<file path="src/rtl/hamming_seq_ctrl_if.sv">
// Bundles the job-control, word-input and result handshakes of
// hamming_seq_ctrl.
//
// Handshake rule for both streams: a transfer happens on a rising clk edge
// where valid and ready are both high. The producer keeps valid and data
// stable until that edge. Ready never depends combinationally on valid.
//
// Signals (the master drives, the slave is the sequencer):
//   start      job request, honoured only while the sequencer is idle
//   busy       high from job acceptance until the result is taken
//   in_valid   word pair present on x_word/y_word
//   in_ready   sequencer accepts a word this cycle
//   x_word     operand-x word k (bits [k*W +: W])
//   y_word     operand-y word k
//   o_valid    result available on o
//   o_ready    consumer takes the result
//   o          Hamming distance of the job, CW bits wide
interface hamming_seq_ctrl_if #(
    parameter int N = 1600,
    parameter int W = 64
);
    localparam int CW = $clog2(N + 1);

    logic          start;
    logic          busy;
    logic          in_valid;
    logic          in_ready;
    logic [W-1:0]  x_word;
    logic [W-1:0]  y_word;
    logic          o_valid;
    logic          o_ready;
    logic [CW-1:0] o;

    modport master (
        output start, in_valid, x_word, y_word, o_ready,
        input  busy, in_ready, o_valid, o
    );

    modport slave (
        input  start, in_valid, x_word, y_word, o_ready,
        output busy, in_ready, o_valid, o
    );
endinterface

</file>
<file path="src/rtl/hamming_seq_ctrl.sv">
// Word-serial Hamming-distance sequencer. It takes two N-bit operands as
// NW = ceil(N/W) word pairs. For each pair it registers the masked popcount
// of x^y and adds that count to an accumulator one cycle later. It then
// returns the total on a valid/ready result port.
//
// Ports:
//   clk          system clock, rising edge
//   rst_n        asynchronous active-low reset
//   bus          hamming_seq_ctrl_if slave modport (start/busy, word stream,
//                result stream)
//   dbg_state_o  current FSM state, for observation only
//                (IDLE=0 LOAD=1 FLUSH1=2 FLUSH2=3 HOLD=4)
module hamming_seq_ctrl #(
    parameter int N = 1600,
    parameter int W = 64
) (
    input  logic                  clk,
    input  logic                  rst_n,
    hamming_seq_ctrl_if.slave     bus,
    output logic [2:0]            dbg_state_o
);
    localparam int NW   = (N + W - 1) / W;
    localparam int LW   = N - (NW - 1) * W;
    localparam int CW   = $clog2(N + 1);
    localparam int CNTW = (NW > 1) ? $clog2(NW) : 1;
    localparam logic [CNTW-1:0] LAST_IDX = CNTW'(NW - 1);

    typedef enum logic [2:0] {
        IDLE   = 3'd0,
        LOAD   = 3'd1,
        FLUSH1 = 3'd2,
        FLUSH2 = 3'd3,
        HOLD   = 3'd4
    } state_t;

    // Only bits [LW-1:0] of the final word belong to the operands.
    function automatic logic [W-1:0] last_mask();
        logic [W-1:0] m;
        for (int i = 0; i < W; i++) begin
            m[i] = (i < LW);
        end
        return m;
    endfunction

    localparam logic [W-1:0] LAST_MASK = last_mask();

    // A single word's count is at most min(W, N). That fits in CW bits, so
    // the running sum here cannot wrap.
    function automatic logic [CW-1:0] popcnt(input logic [W-1:0] v);
        logic [CW-1:0] s;
        s = '0;
        for (int i = 0; i < W; i++) begin
            s = s + CW'(v[i]);
        end
        return s;
    endfunction

    state_t          state_q, state_d;
    logic [CNTW-1:0] cnt_q, cnt_d;
    logic [CW-1:0]   acc_q, acc_d;
    logic [CW-1:0]   pc_q, pc_d;
    logic            pc_vld_q, pc_vld_d;
    logic [CW-1:0]   o_q, o_d;
    logic [W-1:0]    word_mask;

    always_ff @(posedge clk or negedge rst_n) begin
        if (!rst_n) begin
            state_q  <= IDLE;
            cnt_q    <= '0;
            acc_q    <= '0;
            pc_q     <= '0;
            pc_vld_q <= 1'b0;
            o_q      <= '0;
        end else begin
            state_q  <= state_d;
            cnt_q    <= cnt_d;
            acc_q    <= acc_d;
            pc_q     <= pc_d;
            pc_vld_q <= pc_vld_d;
            o_q      <= o_d;
        end
    end

    assign word_mask = (cnt_q == LAST_IDX) ? LAST_MASK : '1;

    always_comb begin
        state_d  = state_q;
        cnt_d    = cnt_q;
        acc_d    = acc_q;
        pc_d     = pc_q;
        pc_vld_d = 1'b0;
        o_d      = o_q;

        // Second pipeline stage: fold in the count registered last cycle.
        if (pc_vld_q) begin
            acc_d = acc_q + pc_q;
        end

        case (state_q)
            IDLE: begin
                if (bus.start) begin
                    state_d = LOAD;
                    cnt_d   = '0;
                    acc_d   = '0;
                    o_d     = '0;
                end
            end
            LOAD: begin
                if (bus.in_valid) begin
                    pc_d     = popcnt((bus.x_word ^ bus.y_word) & word_mask);
                    pc_vld_d = 1'b1;
                    cnt_d    = cnt_q + CNTW'(1);
                    if (cnt_q == LAST_IDX) begin
                        state_d = FLUSH1;
                    end
                end
            end
            FLUSH1: begin
                // The final word's count is added on this edge.
                state_d = FLUSH2;
            end
            FLUSH2: begin
                o_d     = acc_q;
                state_d = HOLD;
            end
            HOLD: begin
                if (bus.o_ready) begin
                    state_d = IDLE;
                end
            end
            default: begin
                state_d = IDLE;
            end
        endcase
    end

    // All handshake outputs decode the state register only.
    assign bus.busy     = (state_q != IDLE);
    assign bus.in_ready = (state_q == LOAD);
    assign bus.o_valid  = (state_q == HOLD);
    assign bus.o        = o_q;
    assign dbg_state_o  = state_q;
endmodule
</file>
<file path="src/flat_wrapper.sv">
// flat-port wrapper written by rule: the top's interface ports become plain ports
module hamming_seq_ctrl_flat 
#(
    parameter int N = 1600,
    parameter int W = 64
)
  (clk, rst_n, dbg_state_o, bus_start, bus_in_valid, bus_x_word, bus_y_word, bus_o_ready, bus_busy, bus_in_ready, bus_o_valid, bus_o);
  hamming_seq_ctrl_if #(.N(N), .W(W)) bus_i ();
  input  logic clk;
  input  logic rst_n;
  output logic [2:0] dbg_state_o;
  input wire logic [$bits(bus_i.start)-1:0] bus_start;
  input wire logic [$bits(bus_i.in_valid)-1:0] bus_in_valid;
  input wire logic [$bits(bus_i.x_word)-1:0] bus_x_word;
  input wire logic [$bits(bus_i.y_word)-1:0] bus_y_word;
  input wire logic [$bits(bus_i.o_ready)-1:0] bus_o_ready;
  output wire logic [$bits(bus_i.busy)-1:0] bus_busy;
  output wire logic [$bits(bus_i.in_ready)-1:0] bus_in_ready;
  output wire logic [$bits(bus_i.o_valid)-1:0] bus_o_valid;
  output wire logic [$bits(bus_i.o)-1:0] bus_o;
  assign bus_i.start = bus_start;
  assign bus_i.in_valid = bus_in_valid;
  assign bus_i.x_word = bus_x_word;
  assign bus_i.y_word = bus_y_word;
  assign bus_i.o_ready = bus_o_ready;
  assign bus_busy = bus_i.busy;
  assign bus_in_ready = bus_i.in_ready;
  assign bus_o_valid = bus_i.o_valid;
  assign bus_o = bus_i.o;
  hamming_seq_ctrl #(.N(N), .W(W)) u_core (.clk(clk), .rst_n(rst_n), .bus(bus_i), .dbg_state_o(dbg_state_o));
endmodule
</file>
<file path="config.mk">
export PLATFORM = sky130hd
export DESIGN_NAME = hamming_seq_ctrl_flat
export DESIGN_NICKNAME = d
export VERILOG_FILES = /design/src/rtl/hamming_seq_ctrl_if.sv /design/src/rtl/hamming_seq_ctrl.sv /design/src/flat_wrapper.sv
export SDC_FILE = /design/constraint.sdc
export NUM_CORES = 1
export LEC_CHECK = 0
export BUFFER_PORTS_ARGS = -buffer_cell sky130_fd_sc_hd__buf_2
export CORE_ASPECT_RATIO = 1.2
export CORE_MARGIN = 5
export CORE_UTILIZATION = 51
export DETAILED_ROUTE_END_ITERATION = 12
export GPL_ROUTABILITY_DRIVEN = 0
export GPL_TIMING_DRIVEN = 1
export PLACE_DENSITY = 0.83
export SLEW_MARGIN = 20
export SYNTH_ARGS = -nofsm -noshare
export SYNTH_HDL_FRONTEND = slang
export SYNTH_SLANG_ARGS = --single-unit
</file>
<file path="constraint.sdc">
create_clock -name clk -period 2.66 [get_ports clk]
set_input_delay 0.133 -clock clk [delete_from_list [all_inputs] [get_ports clk]]
set_output_delay 0.133 -clock clk [all_outputs]
set_load 0.01 [all_outputs]
</file>
Word-level counts from Yosys, hierarchy flattened
Index checks and enable logic that the tools add are counted.
{"block": "word_totals", "ff_bits": 42, "inputBits": 133, "out_inout_bits": 17, "word_cells": 104}
{"block": "op_classes", "n_addsub": 65, "n_eq_ne": 9, "n_mux": 15, "bitwise_logic": 1, "reduce_logical": 8}
{"op": "adder 11 x 1 -> 11 bit", "n": 62}
{"op": "XOR 64 bit", "n": 1}
{"op": "two-way mux 11 bit", "n": 4}
{"op": "case mux 11 bit (2 select lines)", "n": 1}
{"op": "case mux 3 bit (5 select lines)", "n": 1}
{"op": "two-way mux 3 bit", "n": 4}
{"op": "adder 11 bit", "n": 1}
{"op": "two-way mux 5 bit", "n": 2}
{"op": "case mux 5 bit (2 select lines)", "n": 1}
{"op": "equality test 3 x 2 -> 1 bit, second input constant", "n": 2}
{"op": "inequality test 2 bit, second input constant", "n": 3}
{"op": "adder 5 x 1 -> 5 bit, second input constant", "n": 1}
{"op": "equality test 5 bit, second input constant", "n": 1}
{"op": "AND reduction 2 bit", "n": 2}
{"op": "AND reduction 4 bit", "n": 1}
{"op": "nonzero test 2 bit", "n": 2}
{"op": "equality test 3 x 1 -> 1 bit, second input constant", "n": 1}
{"op": "equality test 3 bit, second input constant", "n": 1}
{"op": "logical NOT 3 bit", "n": 1}
{"op": "AND reduction 3 bit", "n": 1}
{"op": "nonzero test 3 bit", "n": 1}
{"op": "adder 1 x 1 -> 2 bit", "n": 1}
{"op": "two-way mux 1 bit", "n": 2}
{"op": "inequality test 2 x 1 -> 1 bit, second input constant", "n": 1}

Logic depth before layout (Yosys ltp)
Gate-level depths: netlist of run 1.
{"block": "logic_depth", "ltp_word": 64, "mapped_depth": 21, "ltp_nobuf": 21}

Worst setup path after synthesis of run 1
No wires, ideal clock.
{"block": "synth_path", "path_type": "input -> register", "start": "in bus_y_word[0]", "end": "reg u_core.pc_q[6]", "setup_time_ns": 0.095, "arrival_ns": 6.094, "t_required_ns": 2.565, "setup_slack_ns": -3.529, "cell_stages": 18, "n_path_buf": 0, "cell_sequence": "xor2_1 > ha_1 > fa_1 > fa_1 > fa_1 > fa_1 > fa_1 > fa_1 > inv_1 > fa_1 > fa_1 > fa_1 > fa_1 > nor2b_1 > o21ai_0 > nand2b_1 > a21oi_1 > o31ai_1"}
{"block": "synth_via", "elab_chain_len": 64}
{"element": "start: declaration", "line": "flat_wrapper.sv:15", "source": "input wire logic [$bits(bus_i.y_word)-1:0] bus_y_word;"}
{"element": "XOR 64 bit", "line": "hamming_seq_ctrl.sv:110", "source": "pc_d = popcnt((bus.x_word ^ bus.y_word) & word_mask);"}
{"element": "adder 1 x 1 -> 2 bit", "line": "hamming_seq_ctrl.sv:53", "source": "s = s + CW'(v[i]);"}
{"element": "adder 11 x 1 -> 11 bit (62 in series)", "line": "hamming_seq_ctrl.sv:53"}
{"element": "end signal: assignment", "line": "hamming_seq_ctrl.sv:78", "source": "pc_q <= pc_d;"}
{"element": "end: declaration", "line": "hamming_seq_ctrl.sv:61", "source": "logic [CW-1:0] pc_q, pc_d;"}
No other way between the ends.
A chain may end at the register's enable or synchronous reset.

Final worst setup path of run 1
{"block": "layout_path", "start": "in bus_y_word[18]", "end": "reg u_core.pc_q[6]"}
{"block": "layout_via", "elab_chain_len": 47}
{"element": "XOR 64 bit", "line": "hamming_seq_ctrl.sv:110"}
{"element": "adder 11 x 1 -> 11 bit (46 in series)", "line": "hamming_seq_ctrl.sv:53"}
No other way between the ends.

==> results of run 1 <==
==> how the worst max path moves through the flow <==
| stage | end | cells past startpoint |
|---|---|---|
| finish | u_core.pc_q[6] | 19 |
| global route | u_core.pc_q[6] | 19 |
| global placement | u_core.pc_q[6] | 19 |
| CTS | u_core.pc_q[6] | 19 |
| floorplan | u_core.pc_q[6] | 20 |
| detailed placement | u_core.pc_q[6] | 19 |
==> metal layers <==
layer	vias to the layer above	part of all wire [%]	track usage, %
met5	-	0	0
met4	0	4.2	7.43
met3	34	5.7	2.23
met2	135	59	38.1
met1	1592	31	18.3
li1	1585	-	-
==> cell families (layout without fill, tap and decap cells) <==
family | Yosys count | count (layout) | synth area share [%]
flip-flops | 38 | 38 | 23.2
adder cells (fa/ha/maj) | 80 | 80 | 34.6
multiplexers | 6 | 6 | 1.47
XOR/XNOR | 75 | 75 | 16.1
buffers and inverters | 68 | 228 | 6.91
AND/OR/NAND/NOR | 88 | 88 | 10.9
AO/OA/AOI/OAI | 48 | 48 | 6.88
==> flip-flops by register name, summed over array words and instances (netlist names) <==
name / flops
u_core.acc_q: 11
u_core.bus.o: 11
u_core.pc_vld_q: 1
u_core.cnt_q: 5
u_core.dbg_state_o: 3
u_core.pc_q: 7
==> worst register-to-register path: stages (launching register included) <==
cell and delay (ns):
dfrtp_1 0.44, ha_1 0.25, fa_1 0.43, a211oi_1 0.38, o21ai_0 0.20, nand4_1 0.15
xor2_1 0.16, nor2_1 0.06
==> metrics by stage <==
| step | cells | setup WS, ns | hold slack (ns) | setup TNS (ns) |
|---|---|---|---|---|
| final | 655 | -3.04 | 0.106 | -19.68 |
| after global routing | 655 | -3.29 | 0.116 | -21.12 |
| after CTS | 655 | -3.09 | 0.105 | -19.84 |
| after detailed placement | 646 | -3.41 | 0.274 | -22.00 |
| after global placement | 646 | -3.29 | 0.266 | -21.21 |
| after floorplan | 403 | -3.04 | -0.163 | -19.46 |
==> synth_stat cells <==
| cell | n | area [um^2] |
|---|---|---|
| ha_1 | 25 | 313 |
| a31oi_1 | 1 | 6.26 |
| nand3_1 | 3 | 15.0 |
| nor3b_4 | 1 | 18.8 |
| or3_1 | 1 | 6.26 |
| dfrtp_1 | 38 | 951 |
| fa_1 | 55 | 1100 |
| o21ai_0 | 28 | 140 |
| nand4_1 | 7 | 43.8 |
| a21o_1 | 3 | 22.5 |
| o31ai_1 | 2 | 15.0 |
| nand2_4 | 1 | 11.3 |
| buf_6 | 1 | 11.3 |
| a21boi_0 | 1 | 7.51 |
| nor2_2 | 2 | 12.5 |
| mux2i_1 | 6 | 60.1 |
| buf_4 | 3 | 22.5 |
| nand3b_1 | 3 | 22.5 |
| and3b_1 | 3 | 26.3 |
| nor2_1 | 19 | 71.3 |
| inv_6 | 1 | 8.76 |
| and2_1 | 1 | 6.26 |
| and3_1 | 1 | 6.26 |
| nand2_1 | 32 | 120 |
| xnor2_1 | 37 | 324 |
| nor3b_1 | 1 | 7.51 |
| nor2b_1 | 7 | 43.8 |
| clkbuf_1 | 2 | 7.51 |
| inv_1 | 58 | 218 |
| a211oi_1 | 6 | 45.0 |
| nand2b_1 | 3 | 18.8 |
| o211ai_1 | 4 | 30.0 |
| buf_2 | 3 | 15.0 |
| xor2_1 | 38 | 333 |
| nor3_1 | 3 | 15.0 |
| a21oi_1 | 3 | 15.0 |
==> layout make-up <==
class / count / share of cell area, %
clock buffers: 5 / 1.32
inverters: 59 / 4.35
multi-input cells: 297 / 56.7
well taps: 92 / 2.21
repair buffers: 162 / 17.0
clock inverters: 2 / 0.192
flip-flops and latches: 38 / 18.3
==> repair_timing <==
action,CTS,global route
endpoints found under the hold margin,38,0
setup buffers,1,0
resized for setup,2,15
pin swaps,2,13
hold buffers,1,0
setup endpoints to repair,7,7
==> reports/summary.md, run 1 <==
- complete, but fails checks — status
- setup timing — violated checks
- 8.03 mm — sum of net half-perimeters after detailed placement
- 586 — # fillers
- yes — RSZ-0062 raised after global routing
- clkbuf_8 — buffer cell driving the clock tree root
- 951 um^2 — total area of sequential cells
- 39 — maximum number of pins on one net before global-route repair
- -3.04 ns — final setup slack of the worst path
- 100 — starting DRC count in detailed routing
- 10.2 um^2 — Synth Area per Inst
- 0.60 ns — largest stage delay on the critical path
- 0 — remaining global-route overflow
- 7 — number of cell instances on the worst register-to-register path
- 0 — MaxCap Viol Count
- buf_2 -> xnor2_1 -> fa_1 -> fa_1 -> inv_1 -> fa_1 -> fa_1 -> fa_2 -> fa_1 -> inv_1 -> fa_1 -> fa_1 -> fa_2 -> fa_2 -> nor2b_1 -> o21ai_1 -> nand2b_1 -> a21oi_1 -> o31ai_1 — critical-path cell list
- 0.821 ns — slew at the pin closest to its max-slew limit
- bus_o_ready — launch point of the worst hold path
- 36 — distinct cell type count of the synthesized netlist
- 3 — number of stages on the worst hold path
- 776 — Final nets
- 0.46 ns — reg-to-reg setup timing slack
- adder cells — largest delay contributor family on the critical path
- 38 — post-synthesis register bit count
- 176 MHz — Peak Freq
- 33.7% — share of cells above drive strength 1
- 616 — nets in the synthesized netlist
- u_core.acc_q[0] — startpoint of the most critical register-to-register path
- 9920 um^2 — Die ar.
- 2 — H-tree depth
- 150 — IO Count
- in2reg — type of the worst setup path
- 0.07 ns — Clock transition at path regs
- 4 — number of iterations in the first detailed-routing pass
- 3 — buffering stage count on the worst path with inverters included
- 2 — Max Buffers Root-to-Sink
- 0 — Antenna Diode Count
- u_core.acc_q[10] — capturing point of the worst reg2reg path
- 5010 um^2 — cell area reported after detailed placement
- 5.70 ns — Final Critical Period
- 0.00401 ns — clock tree skew after final layout
- 38 — CTS sink count
- 214% — share of the cycle needed by the critical path after routing
- 5 — cts bufs inserted
- 14.9 mm — first-pass GRT wire length
- 52.8% — starting utilization of the core area
- 45.3% — Slew Limit Headroom
- 108 um — Die Span Y
- 403 — Synth Instances
- buf_2 — commonest non-fill, non-tap cell in the layout
- 0 — number of synthesis warnings
- u_core.dbg_state_o[2] — Hold Path Sink
- 7750 um^2 — Core ar.
- 3677 — number of global-route vias before repair
- 2 — top fanout value on the critical path
- 5.11 — post-detailed-route via-to-cell ratio
- 91.8 um — DIE WIDTH
- 27.2% — area grow syn2layout
- bus_y_word[18] — worst setup path startpoint
- 14.6 um — Wirelength per Cell
- 35 — site row count
- fa_1 — worst-path cell with the longest stage delay
- 67.1% — post-route core utilization
- 0 — initial antenna violation count
- 9.59 mm — Total Routed Length
- 0 — final hold violation count
- 4090 um^2 — post-synthesis instance area
- input pin — Worst Setup Start Kind
- 18.5% — global-route usage over all layers
- 0.29 ns — later-pin clock latency in the skew report
- in2reg — class of the tightest hold or removal check
- 0 — post-route antenna net violation count
- 2.85 ns — Req. time, crit path
- 5.89 ns — data arrival time of the critical path
- 0 — number of remaining DRC errors
- 3346 — vias post-DR
- 149 — total of buffers placed on input and output ports
- buf_2, inv_1, fa_1 — commonest non-fill, non-tap cells in the layout
- 0 — max-slew violation count
- 2950 um^2 — Multi-input gate area
- fa_1 — cell repeated most along the worst path
- 7 — total setup violations reported at the end of the flow
- done — CTS tree
- 23.2% — portion of the post-synthesis area used by sequential elements
- flip-flop — endpoint type of the worst setup path
- 5200 um^2 — Final Instance Area
Power of run 1 is left out: the tool's default activity adds up to more than one toggle a clock period on the data nets, which glitch-free logic cannot reach.
==> inputs of run 2 (changes only) <==
--- a/config.mk
+++ b/config.mk
@@ -13,6 +13,7 @@
 export GPL_ROUTABILITY_DRIVEN = 0
 export GPL_TIMING_DRIVEN = 1
 export PLACE_DENSITY = 0.83
+export REMOVE_ABC_BUFFERS = 1
 export SLEW_MARGIN = 20
 export SYNTH_ARGS = -nofsm -noshare
 export SYNTH_HDL_FRONTEND = slang
==> run 2 against run 1 <==
The flow still finishes with violations (setup timing). Cell area up 0.17%. Sequential cell count unchanged. Register-to-register slack better by 0.13 ns. Critical endpoint unchanged. First-iteration DRC count down 18%. Sequential share of layout area about the same.
==> reports/summary.md, run 2 (synthesis gave the netlist of run 1 again) <==
- input pin — Worst Setup Start Kind
- 9920 um^2 — Die ar.
- 34.5% — share of cells above drive strength 1
- 0 — max-slew violation count
- 67.2% — post-route core utilization
- -3.92 ns — minimum setup slack after placement
- u_core.acc_q[0] — startpoint of the most critical register-to-register path
- 0 — MaxCap Viol Count
- 2.85 ns — Req. time, crit path
- bus_x_word[1] — worst setup path startpoint
- 0.56 ns — largest stage delay on the critical path
- 150 — IO Count
- 0 — final hold violation count
- 38 — CTS sink count
- 14.4 mm — first-pass GRT wire length
- 27.4% — area grow syn2layout
- 0 — post-route antenna net violation count
- 0 — initial antenna violation count
- bus_o_ready — launch point of the worst hold path
- 2 — Max Buffers Root-to-Sink
- 3542 — number of global-route vias before repair
- 0.00426 ns — clock tree skew after final layout
- 4.93 — post-detailed-route via-to-cell ratio
- 149 — total of buffers placed on input and output ports
- 4 — number of iterations in the first detailed-routing pass
- fa_1 — cell repeated most along the worst path
- 52.8% — starting utilization of the core area
- 82 — starting DRC count in detailed routing
- buf_2, inv_1, fa_1 — commonest non-fill, non-tap cells in the layout
- 46.4% — Slew Limit Headroom
- fa_2 — worst-path cell with the longest stage delay
- 0.805 ns — slew at the pin closest to its max-slew limit
- setup timing — violated checks
- 5.91 ns — data arrival time of the critical path
- -3.06 ns — final setup slack of the worst path
- 5.72 ns — Final Critical Period
- 5210 um^2 — Final Instance Area
- 5 — cts bufs inserted
- 777 — Final nets
- 35 — site row count
- 108 um — Die Span Y
- 39 — maximum number of pins on one net before global-route repair
- 4980 um^2 — cell area reported after detailed placement
- 2 — H-tree depth
- 7.70 mm — sum of net half-perimeters after detailed placement
- 17.9% — global-route usage over all layers
- done — CTS tree
- complete, but fails checks — status
- 7 — total setup violations reported at the end of the flow
- 951 um^2 — total area of sequential cells
- in2reg — class of the tightest hold or removal check
- 7750 um^2 — Core ar.
- 91.8 um — DIE WIDTH
- 0 — remaining global-route overflow
- flip-flop — endpoint type of the worst setup path
- 600 — # fillers
- 2960 um^2 — Multi-input gate area
- 8.70 mm — Total Routed Length
- 0.29 ns — later-pin clock latency in the skew report
- yes — RSZ-0062 raised after global routing
- 215% — share of the cycle needed by the critical path after routing
- clkbuf_8 — buffer cell driving the clock tree root
- 0 — Antenna Diode Count
- 3242 — vias post-DR
- buf_2 — commonest non-fill, non-tap cell in the layout
- 0 — number of remaining DRC errors
- 13.2 um — Wirelength per Cell
- 0.08 ns — Clock transition at path regs
- buf_6 -> xor2_2 -> ha_1 -> fa_1 -> fa_2 -> fa_1 -> fa_2 -> fa_1 -> fa_1 -> inv_1 -> fa_1 -> fa_1 -> fa_2 -> fa_2 -> nor2b_1 -> o21ai_1 -> nand2b_1 -> a21oi_2 -> o31ai_1 — critical-path cell list
- 2 — top fanout value on the critical path
- in2reg — type of the worst setup path
- 175 MHz — Peak Freq
==> run 2: cell types whose count changed in the layout (fill, tap and decap cells not counted), sizes merged <==
| cell | change |
|---|---|
| clkinvlp | +1 |
| clkbuf | +1 |
| clkinv | -1 |
| buf | +1 |
==> run 2: what timing repair did <==
| item | CTS | global route |
|---|---|---|
| gates resized for setup | 14 | 12 |
| endpoints found under the hold margin | 38 | 0 |
| hold buffers | 1 | 0 |
| setup buffers | 2 | 0 |
| pin swaps | 22 | 24 |
| setup endpoints to repair | 7 | 7 |
==> run 2: final timing paths <==
kind | to | slack (ns) | cells past startpoint
setup / recovery | u_core.pc_q[6] | -3.06 | 19
hold / removal | u_core.dbg_state_o[2] | 0.10 | 3
setup reg to reg | u_core.acc_q[6] | 0.59 | 7
hold reg to reg | u_core.pc_q[0] | 0.50 | 2
max in group asynchronous | u_core.pc_q[0] | 1.68 | 2
min in group asynchronous | u_core.dbg_state_o[0] | 0.47 | 2
==> run 2: worst max-delay path, delay by kind of cell <==
family,cells,cell delay (ns)
buffers and inverters,2,0.15
AND/OR/NAND/NOR,2,0.26
AO/OA/AOI/OAI,3,0.34
XOR/XNOR,1,0.16
adder cells (fa/ha/maj),11,4.87
==> run 2: area by class of cell <==
cell class	count	share of cell area (%)
clock buffer	6	1.58
clock inverter	2	0.240
inverter	59	4.34
multi-input combinational	297	56.8
sequential	38	18.2
tap	92	2.21
timing repair buffer	163	16.6
==> run 2: routing by layer <==
metal | vias up | share of wire, % | GRT usage, % | wire, um
met5 | - | 0 | 0 | 0
met4 | 0 | 2.1 | 5.94 | 184
met3 | 18 | 5.7 | 2.57 | 494
met2 | 116 | 59 | 36.7 | 5160
met1 | 1526 | 33 | 18.4 | 2860
li1 | 1582 | - | - | -
==> run 2: stage by stage <==
step	setup TNS (ns)	std cells	hold slack (ns)
global placement	-24.72	646	0.260
detailed placement	-25.10	646	0.267
global route	-20.79	657	0.101
finish	-19.81	657	0.101
floorplan	-22.71	394	-0.163
CTS	-20.03	657	0.0936
Power of run 2 is left out for the same reason.
==> inputs of run 3 (changes only) <==
--- a/config.mk
+++ b/config.mk
@@ -8,11 +8,11 @@
 export BUFFER_PORTS_ARGS = -buffer_cell sky130_fd_sc_hd__buf_2
 export CORE_ASPECT_RATIO = 1.2
 export CORE_MARGIN = 5
-export CORE_UTILIZATION = 51
+export CORE_UTILIZATION = 40
 export DETAILED_ROUTE_END_ITERATION = 12
 export GPL_ROUTABILITY_DRIVEN = 0
 export GPL_TIMING_DRIVEN = 1
-export PLACE_DENSITY = 0.83
+export PLACE_DENSITY = 0.68
 export REMOVE_ABC_BUFFERS = 1
 export SLEW_MARGIN = 20
 export SYNTH_ARGS = -nofsm -noshare
==> run 3 against run 2 <==
The run still ends with setup timing left. Cell area increased by 0.24%. Clock skew grew 0.00071 ns. Critical path depth unchanged. Non-clock buffer count decreased by 1. Clock-buffer cell count down 1. Global-route usage shrank 3.8 points. Routed wire length down 6.1%. Sequential cell count is the same. Die area grew 25%. Hold slack improved by 0.021 ns.
==> reports/summary.md, run 3 (synthesis gave the netlist of run 1 again) <==
- 0 — number of remaining DRC errors
- 28.4% — met2 track demand over resource in global routing
- 4.63 — post-detailed-route via-to-cell ratio
- 10000 um^2 — Core ar.
- 14.1% — global-route usage over all layers
- buf_6 -> xor2_1 -> ha_1 -> fa_1 -> fa_1 -> fa_1 -> fa_2 -> fa_1 -> fa_1 -> inv_1 -> fa_1 -> fa_1 -> fa_2 -> fa_2 -> nor2b_1 -> o21ai_1 -> nand2b_1 -> a21oi_1 -> o31ai_1 — critical-path cell list
- 5.91 ns — data arrival time of the critical path
- 2 — top fanout value on the critical path
- buf_2, inv_1, fa_1 — commonest non-fill, non-tap cells in the layout
- 776 — Final nets
- -19.65 ns — summed negative setup slack over all endpoints
- 0 — initial antenna violation count
- -3.06 ns — final setup slack of the worst path
- 4 — number of iterations in the first detailed-routing pass
- 0.63 ns — reg-to-reg setup timing slack
- done — CTS tree
- 2.84 ns — Req. time, crit path
- 55 — starting DRC count in detailed routing
- in2reg — type of the worst setup path
- 0 — MaxCap Viol Count
- 0.817 ns — slew at the pin closest to its max-slew limit
- clkbuf_16 — buffer cell driving the clock tree root
- 2 — H-tree depth
- 2890 um^2 — Multi-input gate area
- 102 um — DIE WIDTH
- 39 — maximum number of pins on one net before global-route repair
- 38 — CTS sink count
- 0.56 ns — largest stage delay on the critical path
- 32.0% — share of cells above drive strength 1
- fa_2 — worst-path cell with the longest stage delay
- buf_2 — commonest non-fill, non-tap cell in the layout
- 40.9% — starting utilization of the core area
- 5.72 ns — Final Critical Period
- 0.06 ns — Clock transition at path regs
- complete, but fails checks — status
- 175 MHz — Peak Freq
- 0.00497 ns — clock tree skew after final layout
- 917 — # fillers
- 121 um — Die Span Y
- in2reg — class of the tightest hold or removal check
- 149 — total of buffers placed on input and output ports
- 45.6% — Slew Limit Headroom
- 689 — Post-Layout Cell Count
- 0 — remaining global-route overflow
- 14.7% — met1 layer usage reported by global route
- 40 — site row count
- 11.9 um — Wirelength per Cell
- 7.42 mm — sum of net half-perimeters after detailed placement
- input pin — Worst Setup Start Kind
- 7 — total setup violations reported at the end of the flow
- met2 — highest-utilization routing layer at the global route stage
- yes — RSZ-0062 raised after global routing
- 5 — cts bufs inserted
- 52.2% — post-route core utilization
- setup timing — violated checks
- 14.3 mm — first-pass GRT wire length
- 680 — total placed cells including tap cells
- 3190 — vias post-DR
- 8.17 mm — Total Routed Length
- 12400 um^2 — Die ar.
- 0 — Antenna Diode Count
- 1.90% — met3 track utilization from global routing
- 2 — Max Buffers Root-to-Sink
- 0.28 ns — later-pin clock latency in the skew report
- flip-flop — endpoint type of the worst setup path
- 0 — final hold violation count
- fa_1 — cell repeated most along the worst path
- 215% — share of the cycle needed by the critical path after routing
- 0 — max-slew violation count
- 150 — IO Count
- 951 um^2 — total area of sequential cells
- 27.7% — area grow syn2layout
- 0 — post-route antenna net violation count
- 3587 — number of global-route vias before repair
run 3: changes by cell type in the layout (fill, tap and decap cells not counted), sizes merged:
cell / change
buf: -1
clkbuf: -1
clkinv: +1
clkinvlp: -1
run 3: repair_timing:
item	CTS	global route
endpoints found under the setup margin	7	7
endpoints found under the hold margin	38	0
hold buffers	1	0
pin swaps	18	8
setup buffers	1	0
cloned	0	0
gates resized for setup	7	8
run 3: per-stage QoR:
step                      hold WS, ns  area (um^2)  worst slack (ns)
after floorplan                -0.163         4040             -3.53
after global placement          0.272         5020             -3.82
after detailed placement        0.288         5020             -3.91
after CTS                       0.121         5190             -3.10
after global routing            0.139         5230             -3.25
final                           0.122         5230             -3.06
run 3: layout make-up:
cell class	count	area share [%]
clock buffers	5	2.39
clock inverters	2	0.192
inverters	59	4.33
multi-input cells	297	55.3
flip-flops and latches	38	18.2
well taps	126	3.02
repair buffers	162	16.5
run 3: final timing paths:
check                           startpoint               endpoint  cells past startpoint
max                          bus_x_word[1]         u_core.pc_q[6]                     19
min                            bus_o_ready  u_core.dbg_state_o[2]                      3
max reg2reg                u_core.acc_q[0]        u_core.acc_q[6]                      7
min reg2reg                 u_core.pc_q[3]         u_core.pc_q[3]                      2
max in group asynchronous            rst_n        u_core.acc_q[3]                      2
min in group asynchronous            rst_n        u_core.cnt_q[0]                      2
run 3: critical path: cells and delay by family:
family	cells	cell delay [ns]
AO/OA/AOI/OAI	3	0.40
XOR/XNOR	1	0.15
adder cells (fa/ha/maj)	11	4.88
buffers and inverters	2	0.14
AND/OR/NAND/NOR	2	0.22
run 3: routing by layer:
layer	vias to the layer above	wire, um
li1	1584	-
met1	1493	2900
met2	104	4710
met3	9	481
met4	0	89
met5	-	0
Power of run 3 is left out for the same reason.
